<file path="src/rtl/seq_divider.sv">
// Shared multi-cycle restoring divider: one quotient bit per enabled clock,
// Busy/Ready handshake, quotient saturated to WIDTH_Q bits.
module seq_divider #(
  parameter int unsigned WIDTH_N = 26,
  parameter int unsigned WIDTH_D = 26,
  parameter int unsigned WIDTH_Q = 16
) (
  input  logic               clk,
  input  logic               rst,
  input  logic               en,
  input  logic               go,
  input  logic [WIDTH_N-1:0] dividend,
  input  logic [WIDTH_D-1:0] divisor,
  output logic               busy,
  output logic               ready,
  output logic [WIDTH_Q-1:0] quotient,
  output logic [WIDTH_D-1:0] remainder,
  output logic               sat,
  output logic               dbz
);

  localparam int unsigned CW = (WIDTH_N > 1) ? $clog2(WIDTH_N) : 1;
  localparam logic [WIDTH_N-1:0] QMAX = WIDTH_N'({WIDTH_Q{1'b1}});

  typedef enum logic [1:0] {IDLE, RUN, DONE} state_e;

  state_e             state_q, state_d;
  logic [WIDTH_N-1:0] last_n_q, last_n_d;
  logic [WIDTH_D-1:0] last_d_q, last_d_d;
  logic [WIDTH_N-1:0] shift_q, shift_d;
  logic [WIDTH_D:0]   r_q, r_d;
  logic [CW-1:0]      cnt_q, cnt_d;
  logic [WIDTH_Q-1:0] quot_q, quot_d;
  logic [WIDTH_D-1:0] rem_q, rem_d;
  logic               sat_q, sat_d;
  logic               dbz_q, dbz_d;

  logic               start;
  logic [WIDTH_D+1:0] r_shift;
  logic               q_bit;
  logic [WIDTH_D:0]   r_next;
  logic [WIDTH_N-1:0] shift_next;

  // The dividend shifts out MSB-first while quotient bits shift in at the LSB,
  // so after WIDTH_N steps shift_next holds the full quotient.
  always_comb begin
    state_d  = state_q;
    last_n_d = last_n_q;
    last_d_d = last_d_q;
    shift_d  = shift_q;
    r_d      = r_q;
    cnt_d    = cnt_q;
    quot_d   = quot_q;
    rem_d    = rem_q;
    sat_d    = sat_q;
    dbz_d    = dbz_q;

    start      = (state_q != RUN) &&
                 (go || (dividend != last_n_q) || (divisor != last_d_q));
    r_shift    = {r_q, shift_q[WIDTH_N-1]};
    q_bit      = (r_shift >= (WIDTH_D+2)'(last_d_q));
    r_next     = q_bit ? (r_shift[WIDTH_D:0] - (WIDTH_D+1)'(last_d_q))
                       : r_shift[WIDTH_D:0];
    shift_next = {shift_q[WIDTH_N-2:0], q_bit};

    if (en) begin
      case (state_q)
        IDLE, DONE: begin
          if (start) begin
            last_n_d = dividend;
            last_d_d = divisor;
            shift_d  = dividend;
            r_d      = '0;
            cnt_d    = '0;
            sat_d    = 1'b0;
            dbz_d    = 1'b0;
            state_d  = RUN;
          end
        end
        RUN: begin
          shift_d = shift_next;
          r_d     = r_next;
          cnt_d   = cnt_q + 1'b1;
          if (cnt_q == CW'(WIDTH_N - 1)) begin
            state_d = DONE;
            cnt_d   = '0;
            if (last_d_q == '0) begin
              quot_d = '1;
              rem_d  = WIDTH_D'(last_n_q);
              sat_d  = 1'b1;
              dbz_d  = 1'b1;
            end else begin
              sat_d  = (shift_next > QMAX);
              quot_d = (shift_next > QMAX) ? '1 : shift_next[WIDTH_Q-1:0];
              rem_d  = r_next[WIDTH_D-1:0];
            end
          end
        end
        default: state_d = IDLE;
      endcase
    end
  end

  always_ff @(posedge clk) begin
    if (rst) begin
      state_q  <= IDLE;
      last_n_q <= '0;
      last_d_q <= '0;
      shift_q  <= '0;
      r_q      <= '0;
      cnt_q    <= '0;
      quot_q   <= '0;
      rem_q    <= '0;
      sat_q    <= 1'b0;
      dbz_q    <= 1'b0;
    end else begin
      state_q  <= state_d;
      last_n_q <= last_n_d;
      last_d_q <= last_d_d;
      shift_q  <= shift_d;
      r_q      <= r_d;
      cnt_q    <= cnt_d;
      quot_q   <= quot_d;
      rem_q    <= rem_d;
      sat_q    <= sat_d;
      dbz_q    <= dbz_d;
    end
  end

  assign busy      = (state_q == RUN);
  assign ready     = (state_q == DONE);
  assign quotient  = quot_q;
  assign remainder = rem_q;
  assign sat       = sat_q;
  assign dbz       = dbz_q;

endmodule

</file>
<file path="config.mk">
export PLATFORM = sky130hd
export DESIGN_NAME = seq_divider
export DESIGN_NICKNAME = d
export VERILOG_FILES = /design/src/rtl/seq_divider.sv
export SDC_FILE = /design/constraint.sdc
export NUM_CORES = 1
export LEC_CHECK = 0
export ABC_CLOCK_PERIOD_IN_PS = 5700
export CAP_MARGIN = 20
export CORE_ASPECT_RATIO = 1.2
export CORE_UTILIZATION = 40
export CTS_CLUSTER_DIAMETER = 100
export CTS_CLUSTER_SIZE = 24
export DETAILED_ROUTE_END_ITERATION = 8
export MAX_ROUTING_LAYER = met4
export PLACE_DENSITY = 0.61
export SYNTH_ARGS = -nofsm -noshare
export SYNTH_HDL_FRONTEND = slang
export SYNTH_SLANG_ARGS = --single-unit
</file>
<file path="constraint.sdc">
create_clock -name clk -period 5.7 [get_ports clk]
set_input_delay 0.855 -clock clk [delete_from_list [all_inputs] [get_ports clk]]
set_output_delay 0.855 -clock clk [all_outputs]
set_load 0.03 [all_outputs]
</file>
**Word-level counts from Yosys, hierarchy flattened**

Index checks and enable logic that the tools add are counted.

- Equality and inequality tests: 9
- Reduce and logical (&&, ||, !) cells: 13
- $add $sub $neg: 2
- Magnitude comparators: 2
- Mux-type cells: 21

Operators by type and width:

| kind | number |
|---|---|
| 27-bit two-way mux | 2 |
| 27-bit case mux with 2 select lines | 1 |
| 26-bit two-way mux | 2 |
| 26-bit inequality test | 2 |
| 26-bit case mux with 2 select lines | 1 |
| 16-bit two-way mux | 2 |
| 28-bit by 26-bit >= comparator with 1-bit output | 1 |
| 27-bit by 26-bit subtractor with 27-bit output | 1 |
| 26-bit by 16-bit > comparator with 1-bit output, second input constant | 1 |
| 26-bit zero test | 1 |
| 3-bit AND reduction | 4 |
| 5-bit two-way mux | 2 |
| 5-bit case mux with 2 select lines | 1 |
| 2-bit by 1-bit inequality test with 1-bit output, second input constant | 3 |
| 5-bit by 1-bit adder with 5-bit output, second input constant | 1 |
| 5-bit equality test, second input constant | 1 |
| 1-bit two-way mux | 5 |
| 5-bit AND reduction | 1 |
| 2-bit two-way mux | 2 |
| 1-bit case mux with 2 select lines | 2 |
| 2-bit case mux with 2 select lines | 1 |
| 4-bit AND reduction | 1 |
| 2-bit by 1-bit equality test with 1-bit output, second input constant | 1 |
| 2-bit equality test, second input constant | 1 |
| 6 further kinds | 7 |

- Output and inout bits: 46
- Logic and storage cells: 57
- Register bits after elaboration: 156
- Bits of input ports: 56

**Longest topological paths before layout**

- Depth after elaboration: 6
- Mapped depth: 14
- Mapped depth without buffers: 12

**Worst setup path after synthesis**

Ideal clock, no wire load.

- Path kind: input to register
- From: in dividend[14]
- To: reg cnt_q[0]
- Stages on the path: 9
- Slack: 2.835 ns
- Required time: 5.637 ns
- Buffers on the path: 2
- Setup time: 0.063 ns
- Arrival: 2.802 ns
- Path through: xnor2_1 -> o21ai_0 -> or4_1 -> or3_1 -> o311a_1 -> buf_6 -> buf_6 -> mux2_4 -> nor2_2

- Longest elaborated chain between the ends: 6

Ends and longest elaborated chain:

| element | line | RTL |
|---|---|---|
| start, declared | 12 | `input logic [WIDTH_N-1:0] dividend,` |
| 26-bit inequality test | 59 | `(go \|\| (dividend != last_n_q) \|\| (divisor != last_d_q));` |
| 1-bit logical OR (2 in series) | 59 |  |
| 1-bit logical AND | 58 | `start = (state_q != RUN) &&` |
| 2-bit inequality test (no source line) | n/a |  |
| 3-bit AND reduction (no source line) | n/a |  |
| end signal, assigned | 122 | `cnt_q <= cnt_d;` |
| end, declared | 32 | `logic [CW-1:0] cnt_q, cnt_d;` |

No other way between the ends.
A chain may end at the register's enable or synchronous reset.

**Worst setup path after layout**

- From: in dividend[14]
- To: reg r_q[22]

- Longest elaborated chain between the ends: 6

Ends and longest elaborated chain:

| element | line | RTL |
|---|---|---|
| 26-bit inequality test | 59 |  |
| 1-bit logical OR (2 in series) | 59 |  |
| 1-bit logical AND | 58 |  |
| 2-bit inequality test (no source line) | n/a |  |
| 3-bit AND reduction (no source line) | n/a |  |
| end signal, assigned | 121 | `r_q <= r_d;` |
| end, declared | 31 | `logic [WIDTH_D:0] r_q, r_d;` |

No other way between the ends.

==> impl_metrics.py <==
metrics = {
    "power_and_ir_drop": {
        "ir_drop_v": 0.000204,
        "leakagePower_nw": 4.05,
        "p_per_area_nw_per_um2": 324,
    },
    "place": {
        "place_inst": 1379,
        "pre_cts_ws_ns": 1.51,
        "port_buffers": 101,
        "place_congestion": 0.885,
        "dpl_cell_area_um2": 9780,
        "dp_hpwl_um": 20200,
    },
    "layout": {
        "areaGrowthSynthToFinish_pct": 20.8,
        "multi_input_area_um2": 5060,
        "regArea_um2": 3120,
        "nets": 1213,
        "nFillCells": 2097,
        "drive_gt1_share_pct": 6.13,
        "antenna_cells": 0,
        "final_cells": 1411,
        "fin_area_um2": 10500,
    },
    "synth": {
        "syn_area_per_cell_um2": 8.16,
        "yosys.area_share.simple_pct": 19.9,
        "synth_edf_count": 0,
        "yosysMostFrequentCell": "dfxtp_1",
        "netlist_top_cells_count": "156 x dfxtp_1, 152 x nor2_1, 108 x nand2_1",
        "yosys.area.top_type": "dfxtp_1",
        "synth_nets": 1145,
        "ys_warn_count": 0,
        "synth_xor_area_share_pct": 6.07,
        "seq_area_frac_synth_pct": 36.1,
        "yosys.area.top_type_share_pct": 36.1,
        "synthTopCellsByArea": "dfxtp_1 36%, mux2i_1 7.9%, nor2_1 6.6%",
        "synth_cell_type_count": 63,
        "synth-compound-area-share_pct": 19.8,
        "synth-seq-cells": 156,
        "synth_top_family_by_area": "simple AND/OR/NAND/NOR gates",
        "synthMuxAreaShare_pct": 8.30,
        "netlist_area_um2": 8650,
        "async_flop_share_pct": 0,
        "ys.flop_type": "dfxtp_1",
        "postSynthCellCount": 1060,
        "synth-adder-area-share_pct": 4.28,
    },
    "detailed_routing": {
        "viasPerCell": 5.70,
        "dr_wl_met2_um": 12800,
        "drt-met1-wl_um": 12200,
        "wl_per_cell_um": 19.2,
        "antenna_left": 0,
        "drc": 0,
        "dr.first_iter.drc_count": 695,
        "drt_wl_total_um": 27000,
        "firstDrtPassIters": 5,
        "met3_length_um": 1280,
        "top_layer": "met4",
        "vias": 8049,
    },
    "setup_path": {
        "crit_cells": 10,
        "crit_top_cell": "o21ai_0",
        "r2r_start": "shift_q[25]",
        "start_kind": "primary input",
        "crit_chain": "clkdlybuf4s50_1 -> xnor2_1 -> o21ai_0 -> or4_1 -> or3_1 -> o311a_2 -> buf_4 -> nor2_2 -> nand2_1 -> o21ai_0",
        "slowest_stage": "o311a_2",
        "slowest_delay_ns": 0.61,
        "cp.required_ns": 6.05,
        "worst-r2r-setup-slack_ns": 2.13,
        "crit_buf_inv": 2,
        "path_max_fanout": 35,
        "reg2reg_depth": 13,
        "crit_family": "simple AND/OR/NAND/NOR gates",
        "critPathKind": "primary input to flop",
        "end_kind": "flop",
        "r2r-end": "remainder[10]",
        "critical_path_arrival_ns": 4.11,
    },
    "global_routing": {
        "antenna_found_initial": 0,
        "track_usage_pct": 25.6,
        "first_global_vias": 7599,
        "grt-ovfl-total": 0,
        "grt_first_pass_wirelength_um": 42200,
        "grt_max_degree": 70,
    },
    "floorplan": {
        "rows": 58,
        "start_util_pct": 41.0,
        "dieHeight_um": 163,
        "num_io_pins": 102,
        "coreArea_um2": 21100,
        "die_x_um": 136,
        "dieArea_um2": 22200,
    },
    "clock_tree": {
        "h-tree-depth": 4,
        "postCtsSetupBuffers": 0,
        "cts_num_sinks": 156,
        "cts_tree": "done",
        "cts_buffers": 17,
        "clk_latency_ns": 0.43,
        "cts_repair_resize_count": 0,
        "clock_path_buffers": 2,
        "clock-root-buffer": "clkbuf_16",
        "clk_pin_slew_ns": 0.07,
        "postCtsHoldBufs": 0,
    },
    "sta": {
        "max_slew_margin_pct": 28.0,
        "slew_violations": 0,
        "finalSetupTns_ns": 0,
        "finalCriticalPeriod_ns": 3.75,
        "fin_crit_sh_pct": 65.9,
        "worst_pin_slew_ns": 1.05,
        "skew_ns": 0.0121,
        "fmax_mhz": 266,
        "rsz0062_at_grt": "false",
        "finalHoldViolCount": 0,
        "setup_viol": 0,
        "setup_ws_ns": 1.95,
    },
    "worst_hold_path": {
        "hold_path_end": "r_q[26]",
        "worstHoldStart": "r_q[26]",
        "min_path_type": "flop to flop",
        "hold_depth": 2,
    },
    "run": {
        "drv_cap": 0,
    },
    "outcome": {
        "status": "finished, final reports clean",
    },
}
## worst reg2reg max path, stage by stage, from the launching register on
cell      delay [ns]
dfxtp_1         0.32
inv_1           0.14
ha_1            0.20
inv_1           0.06
fa_1            0.39
a21o_1          0.23
a221o_1         0.35
a21oi_2         0.25
o21ai_1         0.13
a21oi_2         0.15
buf_4           0.31
nor2_1          0.21
a221oi_1        0.54
o22ai_1         0.14
## cells by family (layout without fill, tap and decap cells)
kind of cell / Yosys count / count (layout)
buffers and inverters: 106 / 187
DFF: 156 / 156
adders and majority gates: 29 / 29
and+or+nand+nor: 384 / 384
xor gates and xnor gates: 60 / 60
muxes: 71 / 71
AOI/OAI and AO/OA: 254 / 254
## area by class of cell
class                      count  share of cell area, %
multi-input combinational    798                   48.4
sequential                   156                   29.9
inverter                      42                   1.52
timing repair buffer         113                   10.5
clock inverter                12                   1.99
clock buffer                  20                   4.46
tap                          270                   3.23
## flip-flops by register name, summed over array words and instances (netlist names)
name and cells:
r_q 27, cnt_q 5, quotient 16, last_n_q 26, last_d_q 26, sat 1
dbz 1, shift_q 26, remainder 26, state_q 2
## power by group
part           switching, mW  leakage, nW  internal, mW  total [mW]
registers             0.0536         1.27          1.14        1.19
clock network          0.483        0.331         0.818        1.30
logic                  0.537         2.44         0.359       0.896
total                   1.07         4.05          2.32        3.39
## placed cells by master (no fill, tap or decap), types with 5 or more instances in the layout
cell             count
a211oi_1             8
a21o_1              14
a21oi_1             53
a2bb2oi_1           10
a311oi_1            30
a31o_2              10
a31oi_1              9
and3_1               7
buf_4               13
bufinv_16            5
clkbuf_16           17
clkdlybuf4s50_1    100
dfxtp_1            156
ha_1                28
inv_1               41
mux2i_1             68
nand2_1            108
nand3_1             10
nand4_1             19
nor2_1             151
nor2b_1             16
nor3_1              27
nor4_1              15
o21a_1               7
o21ai_0             60
o22ai_1              5
or3_1               10
xnor2_1             52
xor2_1               8
## per-stage QoR
step / total power [mW] / utilization (%) / hold slack [ns]
6_report: 3.39 / 49.5 / 0.464
3_5_place_dp: 2.10 / 46.3 / 0.452
4_1_cts: 3.39 / 49.5 / 0.467
2_1_floorplan: 1.84 / - / 0.422
3_3_place_gp: 2.10 / 46.3 / 0.458
5_1_grt: 3.53 / 49.5 / 0.498
## worst max path at each step
stage            startpoint        to  slack (ns)
2_1_floorplan  dividend[14]  cnt_q[0]        2.83
3_3_place_gp    dividend[4]   r_q[24]        1.54
3_5_place_dp    dividend[4]   r_q[19]        1.51
4_1_cts        dividend[21]   r_q[19]        1.95
5_1_grt        dividend[21]   r_q[23]        1.76
6_report       dividend[14]   r_q[22]        1.95
## per-layer routing
metal | up-vias | global-route usage, %
li1 | 3918 | -
met1 | 3819 | 33.0
met3 | 48 | 3.13
met4 | 0 | 9.49
met2 | 264 | 40.8
met5 | - | -
Note: power is estimated with default switching activity, not from simulation.
==> edit 1 (same flow settings) <==
Reset style: asynchronous (`rst`), changed in one clocked block.
--- a/src/rtl/seq_divider.sv
+++ b/src/rtl/seq_divider.sv
@@ -103,3 +103,3 @@
 
-  always_ff @(posedge clk) begin
+  always_ff @(posedge clk or posedge rst) begin
     if (rst) begin
Check against the original RTL: differs if rst is asserted again (counterexample within 4 cycles, from zero or initial values and one cycle with rst high); with rst held inactive, the same outputs for 10 cycles.
==> edit 1 against the original RTL <==
The run now ends with design-rule violations left. Setup slack got worse by 0.035 ns. Critical path depth decreased by 1. Final area increased by 3.3%. Sequential cell count unchanged. Non-clock buffer count decreased by 2. Core utilization increased by 0.092 points. Register-to-register slack got worse by 0.21 ns. Area after synthesis increased by 3.2%. Wire length decreased by 1.1%. Clock skew about the same. Fmax decreased by 0.92%. Die area increased by 3.2%. Critical endpoint is now shift_q[0]. Largest cell class unchanged.
Power is not compared: it rests on default switching activity, and its combinational part moved more than twofold at a synthesized area within 25%.
==> edit 1: results (changes against the original RTL) <==
.. list-table::
   :header-rows: 1

   * - Metric
     - Value
   * - GP Congestion
     - 0.910 (was 0.885)
   * - Most instantiated cells after synthesis
     - dfrtp_1, nand2_1, o21ai_0, nor2_1, inv_1 (was dfxtp_1, nor2_1, nand2_1, mux2i_1, o21ai_0)
   * - Asr flop ratio synth
     - 100% (was 0%)
   * - Detailed-route wire length on metal 1
     - 12300 um (was 12200 um)
   * - Adder-cell area share of the yosys netlist
     - 4.15% (was 4.28%)
   * - Half-perimeter wire length of the detailed placement result
     - 19900 um (was 20200 um)
   * - Dpl cell area
     - 0.0102 mm^2 (was 0.00978 mm^2)
   * - Total DRC errors in the routed layout
     - 20 (was 0)
   * - Violated checks
     - design-rule violations
   * - Layout Skew
     - 0.0122 ns (was 0.0121 ns)
   * - Synth Area in Compound Gates
     - 19.0% (was 19.8%)
   * - Status
     - finished, violations left (was finished, final reports clean)
   * - Depth of the worst register-to-register path
     - 12 (was 13)
   * - Ratio of cells with drive above 1 in the final layout
     - 7.99% (was 6.13%)
   * - Metal2 WL
     - 12700 um (was 12800 um)
   * - CP max FO
     - 69 (was 35)
   * - Number of distinct library cell variants in the gate-level netlist after synthesis
     - 61 (was 63)
   * - Slowest-stage cell, CP
     - o41ai_1 (was o311a_2)
   * - DRT iter0 DRCs
     - 534 (was 695)
   * - Number of global-route vias before repair
     - 7333 (was 7599)
   * - 1st-pass router iterations
     - 7 (was 5)
   * - Vias post-DR
     - 7450 (was 8049)
   * - Biggest area contributors in the synthesized netlist
     - dfrtp_1, mux2i_1, xnor2_1 (was dfxtp_1, mux2i_1, nor2_1)
   * - Synthesized net count
     - 1061 (was 1145)
   * - Final routed wirelength across all metal layers
     - 26800 um (was 27000 um)
   * - Post-Synth XOR/XNOR Area
     - 6.08% (was 6.07%)
edit 1: cell count changes after synthesis, sizes merged, moves of 25 or more:
cell and delta:
a311oi -29, dfrtp +156, dfxtp -156, inv +27, mux2i -25, nor2 -83
edit 1: cell families after synthesis:
family	count (synthesis)
adders and majority gates	29
buffers and inverters	123
xor gates and xnor gates	62
AOI/OAI and AO/OA	271
DFF	156
muxes	70
and+or+nand+nor	265
edit 1: per-layer routing:
layer / global-route usage, % / up-vias
met1: 32.4 / 3631
met4: 8.01 / 0
met3: 3.24 / 33
li1: - / 3596
met2: 39.4 / 190
met5: - / -
edit 1: layout make-up:
cell class	count	area, um^2
fillers	2064	11000
well taps	274	343
inverters	68	260
clock buffers	17	425
clock inverters	15	203
repair buffers	111	1090
multi-input cells	697	4580
flip-flops and latches	156	3900
edit 1: final timing paths:
path	startpoint	end	slack, ns
min in group asynchronous	rst	quotient[7]	0.89
max	dividend[3]	shift_q[0]	1.91
max in group asynchronous	rst	last_d_q[24]	3.65
max reg2reg	last_d_q[0]	remainder[12]	1.92
min reg2reg	quotient[15]	quotient[15]	0.46
min	quotient[15]	quotient[15]	0.46
edit 1: power groups by stage:
stage          Clock (mW)  Sequential [mW]  Combinational [mW]
6_report             1.23             1.78                3.15
3_5_place_dp            0             1.79                3.11
3_3_place_gp            0             1.79                3.09
2_1_floorplan           0             1.70                2.32
5_1_grt              1.29             1.83                3.44
4_1_cts              1.24             1.78                3.13
edit 1: per-stage QoR:
step           setup WS, ns  std cells
2_1_floorplan         0.638        976
4_1_cts                1.92       1338
5_1_grt                1.71       1338
3_5_place_dp           1.55       1306
6_report               1.91       1338
3_3_place_gp           1.61       1306
edit 1: worst min-delay path, cell delays in order (launching register included):
cell	delay, ns
dfrtp_1	0.34
nand2_1	0.05
nand2_1	0.04
==> edit 2 (config.mk and constraints unchanged) <==
Without the edit above. The parameter `WIDTH_D` goes from 26 to 52.
--- a/src/rtl/seq_divider.sv
+++ b/src/rtl/seq_divider.sv
@@ -4,3 +4,3 @@
   parameter int unsigned WIDTH_N = 26,
-  parameter int unsigned WIDTH_D = 26,
+  parameter int unsigned WIDTH_D = 52,
   parameter int unsigned WIDTH_Q = 16
Ports: changed (resized divisor and remainder); port bits go from 102 to 154. No check against the original RTL was run, so the function may have changed too.
==> edit 2 against the original RTL <==
Area after synthesis up 59%. Critical endpoint is now remainder[1]. Largest cell class unchanged. Setup slack worse by 0.36 ns. Wire length up 76%. Highest routed layer unchanged. Register-to-register slack worse by 0.55 ns. Final area up 53%. Via count up 59%. Synthesized cell count up 60%. Sequential cell count up 78. Power up 6.3%.
==> edit 2: results (changes against the original RTL) <==
.. list-table::
   :header-rows: 1

   * - Metric
     - Value
   * - Mux contribution to synthesized area
     - 8.18% (was 8.30%)
   * - Number of distinct library cell variants in the gate-level netlist after synthesis
     - 84 (was 63)
   * - Dpl cell area
     - 0.0155 mm^2 (was 0.00978 mm^2)
   * - Post-Route Hold Slack
     - 0.449 ns (was 0.464 ns)
   * - Cell-internal power
     - 2.47 mW (was 2.32 mW)
   * - Slowest-stage cell, CP
     - nor3_1 (was o311a_2)
   * - Number of global-route vias before repair
     - 12200 (was 7599)
   * - Worst Hold Endpoint
     - remainder[42] (was r_q[26])
   * - DRT iter0 DRCs
     - 1094 (was 695)
   * - CP max FO
     - 21 (was 35)
   * - Status
     - finished, final reports clean (unchanged)
   * - Maximum number of pins on one net before global-route repair
     - 68 (was 70)
   * - Latest clock arrival within the worst-skew pair
     - 0.51 ns (was 0.43 ns)
   * - Dpl cells
     - 2221 (was 1379)
   * - Setup slack of the worst register-to-register path
     - 1.58 ns (was 2.13 ns)
   * - Post-synthesis sequential area ratio
     - 34.1% (was 36.1%)
   * - Half-perimeter wire length of the detailed placement result
     - 37100 um (was 20200 um)
   * - Critical register-to-register path startpoint
     - last_d_q[12] (was shift_q[25])
   * - Layout Skew
     - 0.0127 ns (was 0.0121 ns)
   * - Synthesized net count
     - 1828 (was 1145)
   * - Power Clock
     - 1.10 mW (was 1.30 mW)
   * - Relative area change from synthesis to final layout
     - 16.1% (was 20.8%)
   * - Power in combinational cells
     - 0.754 mW (was 0.896 mW)
   * - Most instantiated cells after synthesis
     - dfxtp_1, nand2_1, nor2_1, mux2i_1, a21oi_1 (was dfxtp_1, nor2_1, nand2_1, mux2i_1, o21ai_0)
   * - Number of fillers in the final layout
     - 3389 (was 2097)
   * - Worst-case vdd ir drop
     - 0.157 mV (was 0.204 mV)
   * - Vias per inst
     - 5.71 (was 5.70)
   * - Ratio of cells with drive above 1 in the final layout
     - 4.03% (was 6.13%)
   * - Adder-cell area share of the yosys netlist
     - 5.06% (was 4.28%)
   * - Deepest clock path buffer count
     - 3 (was 2)
   * - Delay of the slowest cell on the worst path
     - 0.66 ns (was 0.61 ns)
   * - Vias post-DR
     - 12800 (was 8049)
   * - GP Congestion
     - 0.969 (was 0.885)
   * - Logic pwr share
     - 20.9% (was 26.4%)
   * - Nets
     - 1919 (was 1213)
   * - Static leakage
     - 6.19 nW (was 4.05 nW)
   * - Arrival time at the worst endpoint
     - 4.48 ns (was 4.11 ns)
   * - Clock-pin slew reported for the worst setup and hold paths after clock tree synthesis
     - 0.10 ns (was 0.07 ns)
   * - Average cell area after synthesis
     - 8.13 um^2 (was 8.16 um^2)
   * - HP Start
     - remainder[42] (was r_q[26])
==> edit 2: worst max path at each step <==
stage                      start            to  slack, ns  depth (start not counted)
floorplan            shift_q[25]       r_q[28]       2.91                         15
global placement     dividend[4]   last_n_q[2]       1.45                         12
detailed placement   dividend[4]   last_n_q[1]       1.43                         12
CTS                  last_d_q[0]  remainder[1]       1.63                         13
global route         last_d_q[0]       r_q[36]       1.45                         13
finish              last_d_q[12]  remainder[1]       1.58                         12
==> edit 2: layout make-up <==
cell class	instances	area share [%]
Antenna cell	1	0.0157
Clock buffer	16	2.37
Clock inverter	4	0.251
Inverter	82	1.93
Multi-Input combinational cell	1277	51.9
Sequential cell	234	29.3
Tap cell	456	3.57
Timing Repair Buffer	173	10.6
==> edit 2: per-layer routing <==
layer  wire length (um)  GRT usage, %
met4               2370          12.9
met5                  0             -
met1              20400          34.7
met3               2980          3.69
met2              21800          44.8
